===== config.mk =====
export PLATFORM = sky130hd
export DESIGN_NAME = serial_demux
export DESIGN_NICKNAME = d
export VERILOG_FILES = /design/src/rtl/serial_demux.sv
export SDC_FILE = /design/constraint.sdc
export NUM_CORES = 1
export LEC_CHECK = 0
export CAP_MARGIN = 20
export CORE_ASPECT_RATIO = 1.5
export CORE_MARGIN = 2
export CORE_UTILIZATION = 50
export DETAILED_ROUTE_END_ITERATION = 10
export PLACE_DENSITY = 0.76
export SYNTH_ARGS = -nofsm -noshare
export SYNTH_HDL_FRONTEND = slang
export SYNTH_SLANG_ARGS = --single-unit

===== constraint.sdc =====
create_clock -name clk -period 1.75 [get_ports clk]
set_input_delay 0.2625 -clock clk [delete_from_list [all_inputs] [get_ports clk]]
set_output_delay 0.2625 -clock clk [all_outputs]
set_load 0.05 [all_outputs]

===== src/rtl/serial_demux.sv =====
// Serial-to-parallel demux: steers accepted bits into slot sel and presents each full word on a valid/ready output.
// Optional build macro SERIAL_DEMUX_MSB_FIRST_EN reverses the fill order (first bit lands in bit WIDTH-1).
module serial_demux #(
    parameter int WIDTH = 8,
    parameter int SEL_W = 3
) (
    input  logic             clk,
    input  logic             rst_n,
    input  logic             in_bit,
    input  logic             in_valid,
    input  logic             in_sof,
    output logic             in_ready,
    output logic [SEL_W-1:0] sel,
    output logic [WIDTH-1:0] out_data,
    output logic             out_valid,
    input  logic             out_ready,
    output logic             frame_err
);

    // state | meaning
    // IDLE  | sel=0, no partial frame
    // FILL  | partial frame held in shadow
    // STALL | last bit of a frame waiting for the consumer to free the output
    typedef enum logic [1:0] {IDLE, FILL, STALL} state_t;

    state_t             r_state;
    logic [SEL_W-1:0]   r_sel;
    logic [WIDTH-1:0]   r_shadow;
    logic [WIDTH-1:0]   r_out_data;
    logic               r_out_valid;
    logic               r_frame_err;

    logic               w_last;
    logic               w_accept;
    logic               w_complete;
    logic [SEL_W-1:0]   w_slot;
    logic [SEL_W-1:0]   w_sof_slot;
    logic [WIDTH-1:0]   w_fill;
    logic [WIDTH-1:0]   w_sof_word;

    assign w_last     = (r_sel == SEL_W'(WIDTH - 1));
    assign in_ready   = !(w_last && r_out_valid && !out_ready);
    assign w_accept   = in_valid && in_ready;
    assign w_complete = w_accept && !in_sof && w_last;

`ifdef SERIAL_DEMUX_MSB_FIRST_EN
    assign w_slot     = ~r_sel;
    assign w_sof_slot = SEL_W'(WIDTH - 1);
`else
    assign w_slot     = r_sel;
    assign w_sof_slot = '0;
`endif

    // Slot update merged combinationally so a completing bit goes straight to out_data.
    always_comb begin
        w_fill             = r_shadow;
        w_fill[w_slot]     = in_bit;
        w_sof_word         = '0;
        w_sof_word[w_sof_slot] = in_bit;
    end

    always_ff @(posedge clk or negedge rst_n) begin
        if (!rst_n) begin
            r_state     <= IDLE;
            r_sel       <= '0;
            r_shadow    <= '0;
            r_out_data  <= '0;
            r_out_valid <= 1'b0;
            r_frame_err <= 1'b0;
        end else begin
            r_frame_err <= 1'b0;
            if (w_accept) begin
                if (in_sof) begin
                    r_shadow    <= w_sof_word;
                    r_sel       <= SEL_W'(1);
                    r_frame_err <= (r_sel != '0);
                    r_state     <= FILL;
                end else begin
                    r_shadow <= w_fill;
                    r_sel    <= r_sel + SEL_W'(1);
                    if (w_last) begin
                        r_out_data <= w_fill;
                        r_state    <= IDLE;
                    end else begin
                        r_state    <= FILL;
                    end
                end
            end else if (in_valid) begin
                r_state <= STALL;
            end else if (r_state == STALL && out_ready) begin
                r_state <= FILL;
            end

            if (w_complete) begin
                r_out_valid <= 1'b1;
            end else if (out_ready) begin
                r_out_valid <= 1'b0;
            end
        end
    end

    assign sel       = r_sel;
    assign out_data  = r_out_data;
    assign out_valid = r_out_valid;
    assign frame_err = r_frame_err;

endmodule


## Word-level counts from Yosys, hierarchy flattened

Index checks and enable logic that the tools add are counted.

- Register bits after elaboration: 21
- Input bits: 6
- Output and inout port bits: 14
- Word-level logic and storage cells: 31

- Add/subtract/negate cells: 1
- Order comparisons: 2
- Eq/ne operators: 1
- Muxes and demuxes: 9
- Bitwise gates (word level): 1
- Reduce and logical (&&, ||, !) cells: 12

Operators by type and width:

| cell | count |
|---|---|
| bitwise mux 8 bit | 1 |
| two-way mux 8 bit | 1 |
| logical AND 1 bit | 6 |
| two-way mux 1 bit | 5 |
| less-than comparator 3 x 4 -> 1 bit, second input constant | 1 |
| adder 3 x 1 -> 3 bit, second input constant | 1 |
| demux 1 bit (select 3 bit) | 1 |
| == test 3 bit, second input constant | 1 |
| >= comparator 3 x 1 -> 1 bit, second input constant | 1 |
| logical NOT 1 bit | 3 |
| two-way mux 3 bit | 1 |
| AND reduction 3 bit | 1 |
| nonzero test 3 bit | 1 |
| nonzero test 2 bit | 1 |
| NOT 1 bit | 1 |

## Longest topological paths before layout

Gate-level depths: netlist of the first run.

- Depth after elaboration: 8
- Depth in mapped cells: 6
- Gate-level depth less buffers: 5

## Worst setup path before layout of the first run

Ideal clock, no wire load.

- Path type: reg-to-reg
- From: reg r_sel[1] (netlist: sel[1])
- To: reg r_sel[2] (netlist: sel[2])
- Library setup time: 125 ps
- Arrival time: 1993 ps
- Required time: 1625 ps
- Setup slack: -368 ps
- Cell stages (with the launch flop): 6
- Path buffers: 0
- Clock period less this slack: 2118 ps
- Cell sequence: dfrtp_1 > ha_1 > ha_1 > nand3b_2 > nand2_2 > mux2_2

- Longest elaborated chain between the ends: 5
- Elaborated cells between the ends (all ways): 7
- Classes of those cells: 1 x add/sub; 1 x eq/ne; 1 x mux; 4 x reduce/logical

Ends and longest elaborated chain:

| element | line | RTL |
|---|---|---|
| from (decl) | 27 | `logic [SEL_W-1:0] r_sel;` |
| from (signal assigned) | 80 | `r_sel <= r_sel + SEL_W'(1);` |
| == test 3 bit | 41 | `assign w_last = (r_sel == SEL_W'(WIDTH - 1));` |
| logical AND 1 bit (2 in a row) | 42 | `assign in_ready = !(w_last && r_out_valid && !out_ready);` |
| logical NOT 1 bit | 42 |  |
| net in_ready | 12 | `output logic in_ready,` |
| logical AND 1 bit | 43 | `assign w_accept = in_valid && in_ready;` |

The timed path passes the listed nets, and every way through them passes these cells.
A chain may end at the register's enable or synchronous reset.

## Worst setup path in the final report of the first run

- From: reg r_frame_err (netlist: frame_err)
- To: out frame_err

RTL lines:

| element | line | RTL |
|---|---|---|
| from (decl) | 31 | `logic r_frame_err;` |
| from (signal assigned) | 76 | `r_frame_err <= (r_sel != '0);` |
| to (decl) | 17 | `output logic frame_err` |

No word-level cell between the ends.

==> results of run 1 <==
## final timing paths
path                       slack, ps                    start                      end
setup / recovery                  60      frame_err$_DFF_PN0_                frame_err
hold / removal                   280                    rst_n  out_data[6]$_DFFE_PN0P_
setup reg to reg                 180       sel[1]$_DFFE_PN0P_  out_data[1]$_DFFE_PN0P_
hold reg to reg                  500  r_shadow[1]$_DFFE_PN0P_  r_shadow[1]$_DFFE_PN0P_
max in group asynchronous       1230                    rst_n       sel[0]$_DFFE_PN0P_
min in group clk                 500  r_shadow[1]$_DFFE_PN0P_  r_shadow[1]$_DFFE_PN0P_
## power groups by stage
stage                     clock (mW)  combinational, mW  sequential (mW)
after floorplan                    0              0.269             1.03
after global placement             0              0.815            0.708
after detailed placement           0              0.831            0.713
after CTS                      0.237              0.830            0.708
after global routing           0.254              0.877            0.725
final                          0.232              0.819            0.705
## layout by cell type (no fill, tap or decap), drive strengths merged
| cell type | instances |
|---|---|
| dfrtp | 21 |
| buf | 20 |
| mux2i | 15 |
| inv | 10 |
| o2bb2ai | 7 |
| clkdlybuf4s50 | 6 |
| nand3b | 5 |
| nor3b | 4 |
| clkbuf | 4 |
| mux2 | 4 |
| ha | 3 |
| o21ai | 2 |
| nand2b | 2 |
| nand2 | 2 |
| nor2 | 1 |
| nor3 | 1 |
| o211ai | 1 |
| a21oi | 1 |
| o21ba | 1 |
| nand3 | 1 |
| nor2b | 1 |
## flip-flops by register name (all words and copies together) (netlist names)
signal / cells
frame_err: 1
out_data: 8
out_valid: 1
r_shadow: 8
sel: 3
## logic make-up after synthesis
kind of cell / count (synthesis) / synth area share [%]
flip-flops: 21 / 49.3
buffers and inverters: 15 / 7.51
adder cells (fa/ha/maj): 3 / 3.52
multiplexers: 19 / 18.7
AND/OR/NAND/NOR: 17 / 12.2
AO/OA/AOI/OAI: 12 / 8.80
## per-layer routing
metal,up-vias,routed length (um)
li1,350,-
met1,359,851
met2,10,1120
met3,2,36
met4,0,20
met5,-,0
## layout make-up
class	instances	share of cell area (%)
clock buffer	4	1.96
inverter	10	2.80
multi-input combinational	51	37.2
sequential	21	39.4
tap	22	2.05
timing repair buffer	26	16.6
==> impl_results.md, run 1 <==
- Full die area: 0.00252 mm2
- First-pass GRT wire length: 3390 um
- Max incr delay on CP: between 700 and 800 ps
- CTS resizes: 0
- Number of cell rows: 20
- Non-filler instance count after layout: 134
- Layout cell share with drive strength beyond 1: 31.3%
- Met3 track demand over resource: under 10%
- Psw: 774 uW
- Hold crit path type: primary input to asynchronous set/reset pin
- VDD IR-drop max: 0.000735 V
- Setup violators final: 0
- Root Buffer: clkbuf_4
- Leakage power: 0.643 nW
- Overflow after GRT: 0
- Pwr Total: approximately 1.8 mW
- Clock Path Buffers: 2
- Vias per cell: 5.38
- Multi-input combinational cell area: 499 um2
- Commonest cells in the synthesized netlist: dfrtp_1, mux2i_1, inv_1, o2bb2ai_1, nand3b_1
- Routed Antenna Nets: 0
- Wire length per cell: 15.1 um
- Register area: 529 um2
- Clock sinks: 21
- Initial DRC count: 10
- WHS: 285 ps
- Syn Nets: 96
- Drt pass-1 iters: 4
- FF+latch count, synth: 21
- Post-synth cell types: 26
- RSZ-0062 raised after global routing: false
- Avg Inst Size Synth: 12.3 um2
- Met1 GRT Util: 20.5%
- Required time of the worst setup path: 1490 ps
- Final worst slack: 63.1 ps
- Area Growth Syn to Fin: 25.9%
- Most used flip-flop cell after synthesis: dfrtp_1
- Clock-pin transition on the worst setup and hold timing paths: 120 ps
- Syn Inst Count: 87
- Die Y: just over 60 um
- Element type at the critical path end: primary output
- Arrival time at the worst endpoint: 1420 ps
- Setup slack at placement: 141 ps
- Worst-path cell chain: clkdlybuf4s50_1
- MaxCap Viol Count: 0
- H-tree Lvls: 1
- Worst skew pair latency: 300 ps
- R2r worst-path depth: 6
- Final net count: 122
- Clk_skew: about 6.4 ps
- Final hold vios: 0
- Top cell type's share of synthesized area: 49.3%
- Crit Path Max Fanout: 1
- Most used routing layer: met2
- Critical path class: register to primary output
- Clock Power Share: between 10% and 20%
- Slew headroom: 67.3%
- Vias in the first global route: 752
- Crit path max-delay family: buffers and inverters
- Sequential area share after synthesis: 49.3%
- Worst setup SP type: register
- Register share of total power: around two fifths
- Design area: 0.00134 mm2
- Post-Route Setup TNS: 0 ps
- Crit path max-delay cell type: clkdlybuf4s50_1
- Starting Density: 52.6%
- ANT cells: 0
- Detailed Route WL: 2030 um
- Global-route total usage across every layer: 18.2%
- Final HPWL DP: 1540 um
- CTS tree: built
- Setup bufs post-CTS: 0
- YS warnings: 0
- Pint: 982 uW
- Post-synth ARST share: 100%
- Dpl cell area: 0.00132 mm2
- Post-Syn Area: 0.00107 mm2
- Buf/Inv on CP: 1
- Top area cells in the synthesized netlist: dfrtp_1, mux2i_1, o2bb2ai_1
- Sw frac: 44.1%
- Placed Cells: 130
- DRC viols: 0
- Fin. max-slew vios: 0
- RePlAce Congestion: 0.729
- Vias: around 720
- Comb power frac: 46.6%
- I/O Buffers: 19
- Largest area contributor in the netlist: dfrtp_1
- Die X: 41.7 um
- Hold buffer count at cts: 0
- I/O pin count: 20
- Final period util: 96.4%
- Levels on crit path: 1
- Minimum clock period: 1690 ps
- GR met2 Demand/Resource: 33.9%
- Post-synth EDFFs: 0
- PD cells: 1310 mW/mm2
- Initial antenna violation count: 0
- Cts bufs inserted: 3
- Core Region: 0.00203 mm2
- Slew @ Worst Pin: roughly 490 ps
- Fill cells: around 170
- Core Util, Final: 66.2%
- FMAX: 593 MHz
- Pin count of the biggest net entering global routing: 22
- Dominant cell by count in the synthesized netlist: dfrtp_1
- Status: completed
Power figures use the tool's default switching activity.
==> run 2, diff against run 1 <==
--- a/config.mk
+++ b/config.mk
@@ -6,11 +6,10 @@
 export NUM_CORES = 1
 export LEC_CHECK = 0
 export CAP_MARGIN = 20
-export CORE_ASPECT_RATIO = 1.5
-export CORE_MARGIN = 2
-export CORE_UTILIZATION = 50
+export CORE_UTILIZATION = 60
 export DETAILED_ROUTE_END_ITERATION = 10
-export PLACE_DENSITY = 0.76
+export DONT_BUFFER_PORTS = 1
+export PLACE_DENSITY = 0.75
 export SYNTH_ARGS = -nofsm -noshare
 export SYNTH_HDL_FRONTEND = slang
 export SYNTH_SLANG_ARGS = --single-unit
==> constraint.sdc (replaced) <==
create_clock -name clk -period 1.7 [get_ports clk]
set_input_delay 0.255 -clock clk [delete_from_list [all_inputs] [get_ports clk]]
set_output_delay 0.255 -clock clk [all_outputs]
set_load 0.05 [all_outputs]
==> run 2 against run 1 <==
Sequential power up 46%. Setup slack better by 5.2 ps. Final cell count down 15%. Routed wire length up 3.1%. Clock power about the same. Final area down 10%. Critical path depth up 3.
==> impl_results.md, run 2 (synthesis results as in run 1) <==
- Status: completed
- Fill cells: 109 (-36%)
- MaxCap Viol Count: 0 (unchanged)
- Hold Crit Endpoint: out_valid$_DFFE_PN0P_
- R2r worst-path depth: 4 (-2)
- Arrival time at the worst endpoint: 1380 ps (-40 ps)
- PD cells: 1380 mW/mm2 (+5.7%)
- Initial antenna violation count: 0 (unchanged)
- Layout cell share with drive strength beyond 1: 26.5% (-4.7 points)
- Crit path max-delay cell type: dfrtp_2
- Clock Path Buffers: 2 (unchanged)
- CTS tree: built
- Clk_skew: 1.01 ps (-5.44 ps)
- Post-Route Setup TNS: 0 ps (unchanged)
- WHS Path Cells: 1
- First-pass GRT wire length: 3310 um (-2.6%)
- Slew headroom: 36.7% (-31 points)
- Core Util, Final: 76.7% (+10 points)
- RePlAce Congestion: 0.721 (-1.0%)
- Min-delay src: in_sof
- Critical path class: register to primary output
- Full die area: 0.00195 mm2 (-23%)
- Final period util: 96.0%
- Core Region: 0.00158 mm2 (-22%)
- Minimum clock period: 1630 ps
- Root Buffer: clkbuf_4
- RSZ-0062 raised after global routing: false
- Drt pass-1 iters: 6 (+2)
- Final HPWL DP: 1540 um (+0.22%)
- I/O pin count: 20 (unchanged)
- Detailed Route WL: 2090 um (+3.1%)
- Worst setup SP type: register
- Element type at the critical path end: primary output
- Clock sinks: 21 (unchanged)
- Leakage power: 0.580 nW (-9.9%)
- Crit Path Max Fanout: 5 (+4)
- CP most frequent cell: ha_4
- FMAX: 613 MHz
- Max incr delay on CP: 440 ps (-350 ps)
- Vias per cell: 5.93 (+10%)
- R2R Path Start: sel[1]$_DFFE_PN0P_
- Worst skew pair latency: 290 ps (about the same)
- Number of cell rows: 14 (-30%)
- Hold crit path type: primary input to register
- Die Y: 44.2 um (-27%)
- Starting Density: 67.6% (+15 points)
- Commonest non-fill, non-tap cells in the layout: dfrtp_1, mux2i_1, buf_4
- DRC viols: 0 (unchanged)
- H-tree Lvls: 1 (unchanged)
- Initial DRC count: 4 (-6)
- FF-to-FF End: out_data[0]$_DFFE_PN0P_
- Routed Antenna Nets: 0 (unchanged)
- ANT cells: 0 (unchanged)
- Final hold vios: 0 (unchanged)
- Final net count: 108 (-11%)
- Cts bufs inserted: 3 (unchanged)
- Die X: 44.2 um (+5.9%)
- Worst-path cell chain: ha_4 > ha_4 > nand3b_4 > buf_4
- Clock-pin transition on the worst setup and hold timing paths: 110 ps (about the same)
- CTS resizes: 0 (unchanged)
- Overflow after GRT: 0 (unchanged)
- Slew @ Worst Pin: 946 ps (+458 ps)
- Wire length per cell: 18.3 um (+21%)
- VDD IR-drop max: 0.000847 V (+15%)
- Commonest non-fill, non-tap cell in the layout: dfrtp_1
- Area Growth Syn to Fin: 13.4%
- Flop2flop setup slack: 150 ps (-30 ps)
- Required time of the worst setup path: 1440 ps (-50 ps)
- Global-route total usage across every layer: 24.5% (+6.3 points)
- I/O Buffers: 0 (-19)
- Vias: 676 (-6.2%)
- Pin count of the biggest net entering global routing: 22 (unchanged)
- Setup violators final: 0 (unchanged)
- Vias in the first global route: 675 (-10%)
- Fin. max-slew vios: 0 (unchanged)
## run 2: cell count changes in the layout (fill, tap and decap cells not counted), sizes merged
cell,before,now
clkdlybuf4s50,6,0
dlygate4sd3,0,1
buf,20,11
## run 2: worst max path at each step
stage | end | from | depth (start not counted)
2_1_floorplan | r_shadow[0]$_DFFE_PN0P_ | sel[1]$_DFFE_PN0P_ | 5
3_3_place_gp | out_data[7]$_DFFE_PN0P_ | sel[1]$_DFFE_PN0P_ | 6
6_report | in_ready | sel[1]$_DFFE_PN0P_ | 4
5_1_grt | in_ready | sel[2]$_DFFE_PN0P_ | 3
3_5_place_dp | out_data[3]$_DFFE_PN0P_ | sel[1]$_DFFE_PN0P_ | 6
4_1_cts | in_ready | sel[1]$_DFFE_PN0P_ | 4
## run 2: layer usage
| metal | vias up | routed length (um) | global-route usage (%) | share of wire, % |
|---|---|---|---|---|
| met5 | - | 0 | 0 | 0 |
| met4 | 0 | 23 | 7.27 | 1.1 |
| met3 | 4 | 76 | 6.12 | 3.6 |
| met2 | 14 | 1050 | 40.6 | 50 |
| met1 | 335 | 938 | 32.0 | 45 |
| li1 | 323 | - | - | - |
## run 2: area by class of cell
type	instances	area [um2]	area share (%)
multi-input combinational	51	503	41.6
inverter	10	37.5	3.11
timing repair buffer	12	92.6	7.66
clock buffer	4	26.3	2.17
tap	16	20.0	1.66
sequential	21	529	43.8
## run 2: per-stage QoR
step | area [um2] | setup WS, ps | instances | total power [mW] | hold slack [ps]
2_1_floorplan | 1110 | 12.9 | 87 | 1.34 | -40.6
3_3_place_gp | 1160 | 124 | 107 | 1.40 | -40.2
3_5_place_dp | 1160 | 87.5 | 107 | 1.43 | -40.2
4_1_cts | 1210 | 59.0 | 114 | 1.68 | 68.9
5_1_grt | 1210 | 10.1 | 114 | 1.75 | 54.1
6_report | 1210 | 68.3 | 114 | 1.67 | 72.1
## run 2: what timing repair did
action / 4_1_cts / 5_1_grt
hold endpoints to repair: 21 / 0
setup endpoints to repair: 1 / 0
hold buffers: 1 / 0
buffers inserted: 2 / 0
## run 2: worst max-delay path: cells and delay by family (launching register included)
kind / cells / cell delay (ps)
adder cells (fa/ha/maj): 2 / 330
flip-flops: 1 / 440
AND/OR/NAND/NOR: 1 / 110
buffers and inverters: 1 / 210
## run 2: report_power, final
part	switching, mW	internal, mW
combinational	0.225	0.191
sequential	0.411	0.615
clock	0.138	0.0913
total	0.774	0.897
==> run 3, diff against run 2 <==
==> constraint.sdc (replaced) <==
create_clock -name clk -period 1.7 [get_ports clk]
set_input_delay 0.34 -clock clk [delete_from_list [all_inputs] [get_ports clk]]
set_output_delay 0.34 -clock clk [all_outputs]
set_load 0.05 [all_outputs]
==> run 3 against run 2 <==
Highest routed layer unchanged. Setup slack got worse by 6.0 ps. Non-clock buffer count rose by 5. Clock-buffer cell count did not move. Clock skew barely moved. Critical path depth did not move. Largest cell class unchanged. Sequential cell count did not move.
==> impl_results.md, run 3 (synthesis results as in run 1) <==
- Clock-pin transition on the worst setup and hold timing paths: 100 ps (about the same)
- Commonest non-fill, non-tap cell in the layout: dfrtp_1
- Cts bufs inserted: 3 (unchanged)
- Required time of the worst setup path: 1360 ps (-80 ps)
- Element type at the critical path end: primary output
- Global-route total usage across every layer: 24.5% (unchanged)
- MaxCap Viol Count: 0 (unchanged)
- Hold crit path type: primary input to register
- Minimum clock period: 1640 ps (+5.97 ps)
- First-pass GRT wire length: 3310 um (unchanged)
- Initial antenna violation count: 0 (unchanged)
- Min-delay src: in_sof
- Routed Antenna Nets: 0 (unchanged)
- Setup violators final: 0 (unchanged)
- Crit path from: sel[0]$_DFFE_PN0P_
- Worst skew pair latency: 290 ps (about the same)
- PD cells: 1360 mW/mm2 (-1.3%)
- Detailed Route WL: 2150 um (+2.8%)
- I/O Buffers: 0 (unchanged)
- Placed Cells: 107 (unchanged)
- I/O pin count: 20 (unchanged)
- Worst setup SP type: register
- Vias: 696 (+3.0%)
- Final worst slack: 62.3 ps (-5.97 ps)
- Area Growth Syn to Fin: 17.6%
- Overflow after GRT: 0 (unchanged)
- Final hold vios: 0 (unchanged)
- Pint: 929 uW (+3.5%)
- Clk_skew: 1.15 ps (+0.141 ps)
- Arrival time at the worst endpoint: 1300 ps (-80 ps)
- Non-filler instance count after layout: 119 (+4.4%)
- Final HPWL DP: 1540 um (unchanged)
- Layout cell share with drive strength beyond 1: 30.1% (+3.6 points)
- Dpl cell area: 0.00116 mm2 (unchanged)
- Slew headroom: 37.3% (+0.60 points)
- Fin. max-slew vios: 0 (unchanged)
- Root Buffer: clkbuf_4
- Setup slack at placement: 87.5 ps (unchanged)
- VDD IR-drop max: 0.000898 V (+6.0%)
- Initial DRC count: 4 (unchanged)
- Vias per cell: 5.85 (-1.4%)
- Psw: 782 uW (+1.1%)
- Full die area: 0.00195 mm2 (unchanged)
- ANT cells: 0 (unchanged)
- Commonest non-fill, non-tap cells in the layout: dfrtp_1, mux2i_1, buf_4
- Crit path max-delay cell type: dfrtp_2
- FMAX: 611 MHz (-0.36%)
- Post-Route Setup TNS: 0 ps (unchanged)
- Clock Path Buffers: 2 (unchanged)
- Drt pass-1 iters: 6 (unchanged)
- Slew @ Worst Pin: 938 ps (-8.99 ps)
- RePlAce Congestion: 0.721 (unchanged)
- Final period util: 96.3% (+0.35 points)
- Number of cell rows: 14 (unchanged)
- Status: completed
- Leakage power: 0.608 nW (+5.0%)
- Wire length per cell: 18.1 um (-1.5%)
- CP most frequent cell: ha_4
- Critical path class: register to primary output
- Crit path max-delay family: flip-flops
- Clock Power Share: 13.3% (-0.4 points)
- R2R Path Start: sel[1]$_DFFE_PN0P_
- H-tree Lvls: 1 (unchanged)
- Register share of total power: 59.3% (-2.1 points)
- Die X: 44.2 um (unchanged)
- RSZ-0062 raised after global routing: false
- Starting Density: 67.6% (unchanged)
- Buf/Inv on CP: 1 (unchanged)
- Sw frac: 45.7% (-0.58 points)
- Crit Path Max Fanout: 3 (-2)
- Worst-path cell chain: ha_4 > ha_4 > nand3b_4 > buf_8
- Comb power frac: 27.4% (+2.5 points)
- Core Region: 0.00158 mm2 (unchanged)
- Max incr delay on CP: 440 ps (about the same)
- Clock sinks: 21 (unchanged)
- Final net count: 113 (+4.6%)
- CTS tree: built
- DRC viols: 0 (unchanged)
- Pin count of the biggest net entering global routing: 22 (unchanged)
- Vias in the first global route: 675 (unchanged)
- Die Y: 44.2 um (unchanged)
- Design area: 0.00125 mm2 (+3.7%)
- WHS: 164 ps (+92.1 ps)
[run 3: cell types whose count changed in the layout (fill, tap and decap cells not counted)]
cell   previous run  this run
buf_4            11        15
buf_8             0         1
[run 3: cell type report]
| cell class | instances | area, um2 |
|---|---|---|
| well taps | 16 | 20.0 |
| fillers | 104 | 323 |
| multi-input cells | 51 | 503 |
| flip-flops and latches | 21 | 529 |
| clock buffers | 4 | 26.3 |
| inverters | 10 | 37.5 |
| repair buffers | 17 | 138 |
[run 3: worst paths after layout]
check,endpoint,slack [ps],cells past startpoint
max,in_ready,60,4
min in group asynchronous,out_valid$_DFFE_PN0P_,620,1
min,frame_err$_DFF_PN0_,160,2
max in group asynchronous,sel[1]$_DFFE_PN0P_,440,1
max reg2reg,out_data[0]$_DFFE_PN0P_,150,4
min reg2reg,r_shadow[1]$_DFFE_PN0P_,500,1
[run 3: metal layers]
| metal | wire (um) | vias to the layer above | GRT usage (%) |
|---|---|---|---|
| li1 | - | 333 | - |
| met1 | 957 | 341 | 32.0 |
| met2 | 1090 | 18 | 40.6 |
| met3 | 78 | 4 | 6.12 |
| met4 | 23 | 0 | 7.27 |
| met5 | 0 | - | 0 |
[run 3: worst register-to-register path, delay by kind of cell, from the launching register on]
family / cells / cell delay, ps
DFF: 1 / 440
buffers and inverters: 1 / 180
muxes: 2 / 610
and+or+nand+nor: 1 / 230
[run 3: metrics by stage]
step	power (mW)	util, %
6_report	1.71	79.5
2_1_floorplan	1.34	-
4_1_cts	1.68	76.9
3_5_place_dp	1.43	73.4
5_1_grt	1.79	79.5
3_3_place_gp	1.40	73.4
[run 3: power by group through the flow]
stage | Clock, mW | Sequential, mW | Combinational [mW]
after floorplan | 0 | 1.06 | 0.282
after global placement | 0 | 1.05 | 0.349
after detailed placement | 0 | 1.06 | 0.372
after CTS | 0.236 | 1.03 | 0.419
after global routing | 0.261 | 1.03 | 0.506
final | 0.228 | 1.01 | 0.468
[run 3: what timing repair did]
item / CTS / global route
endpoints found under the setup margin: 1 / 1
resized for setup: 1 / 1
cloned: 0 / 0
hold buffers: 1 / 0
endpoints found under the hold margin: 21 / 0
pin swaps: 0 / 0
buffers inserted: 2 / 5
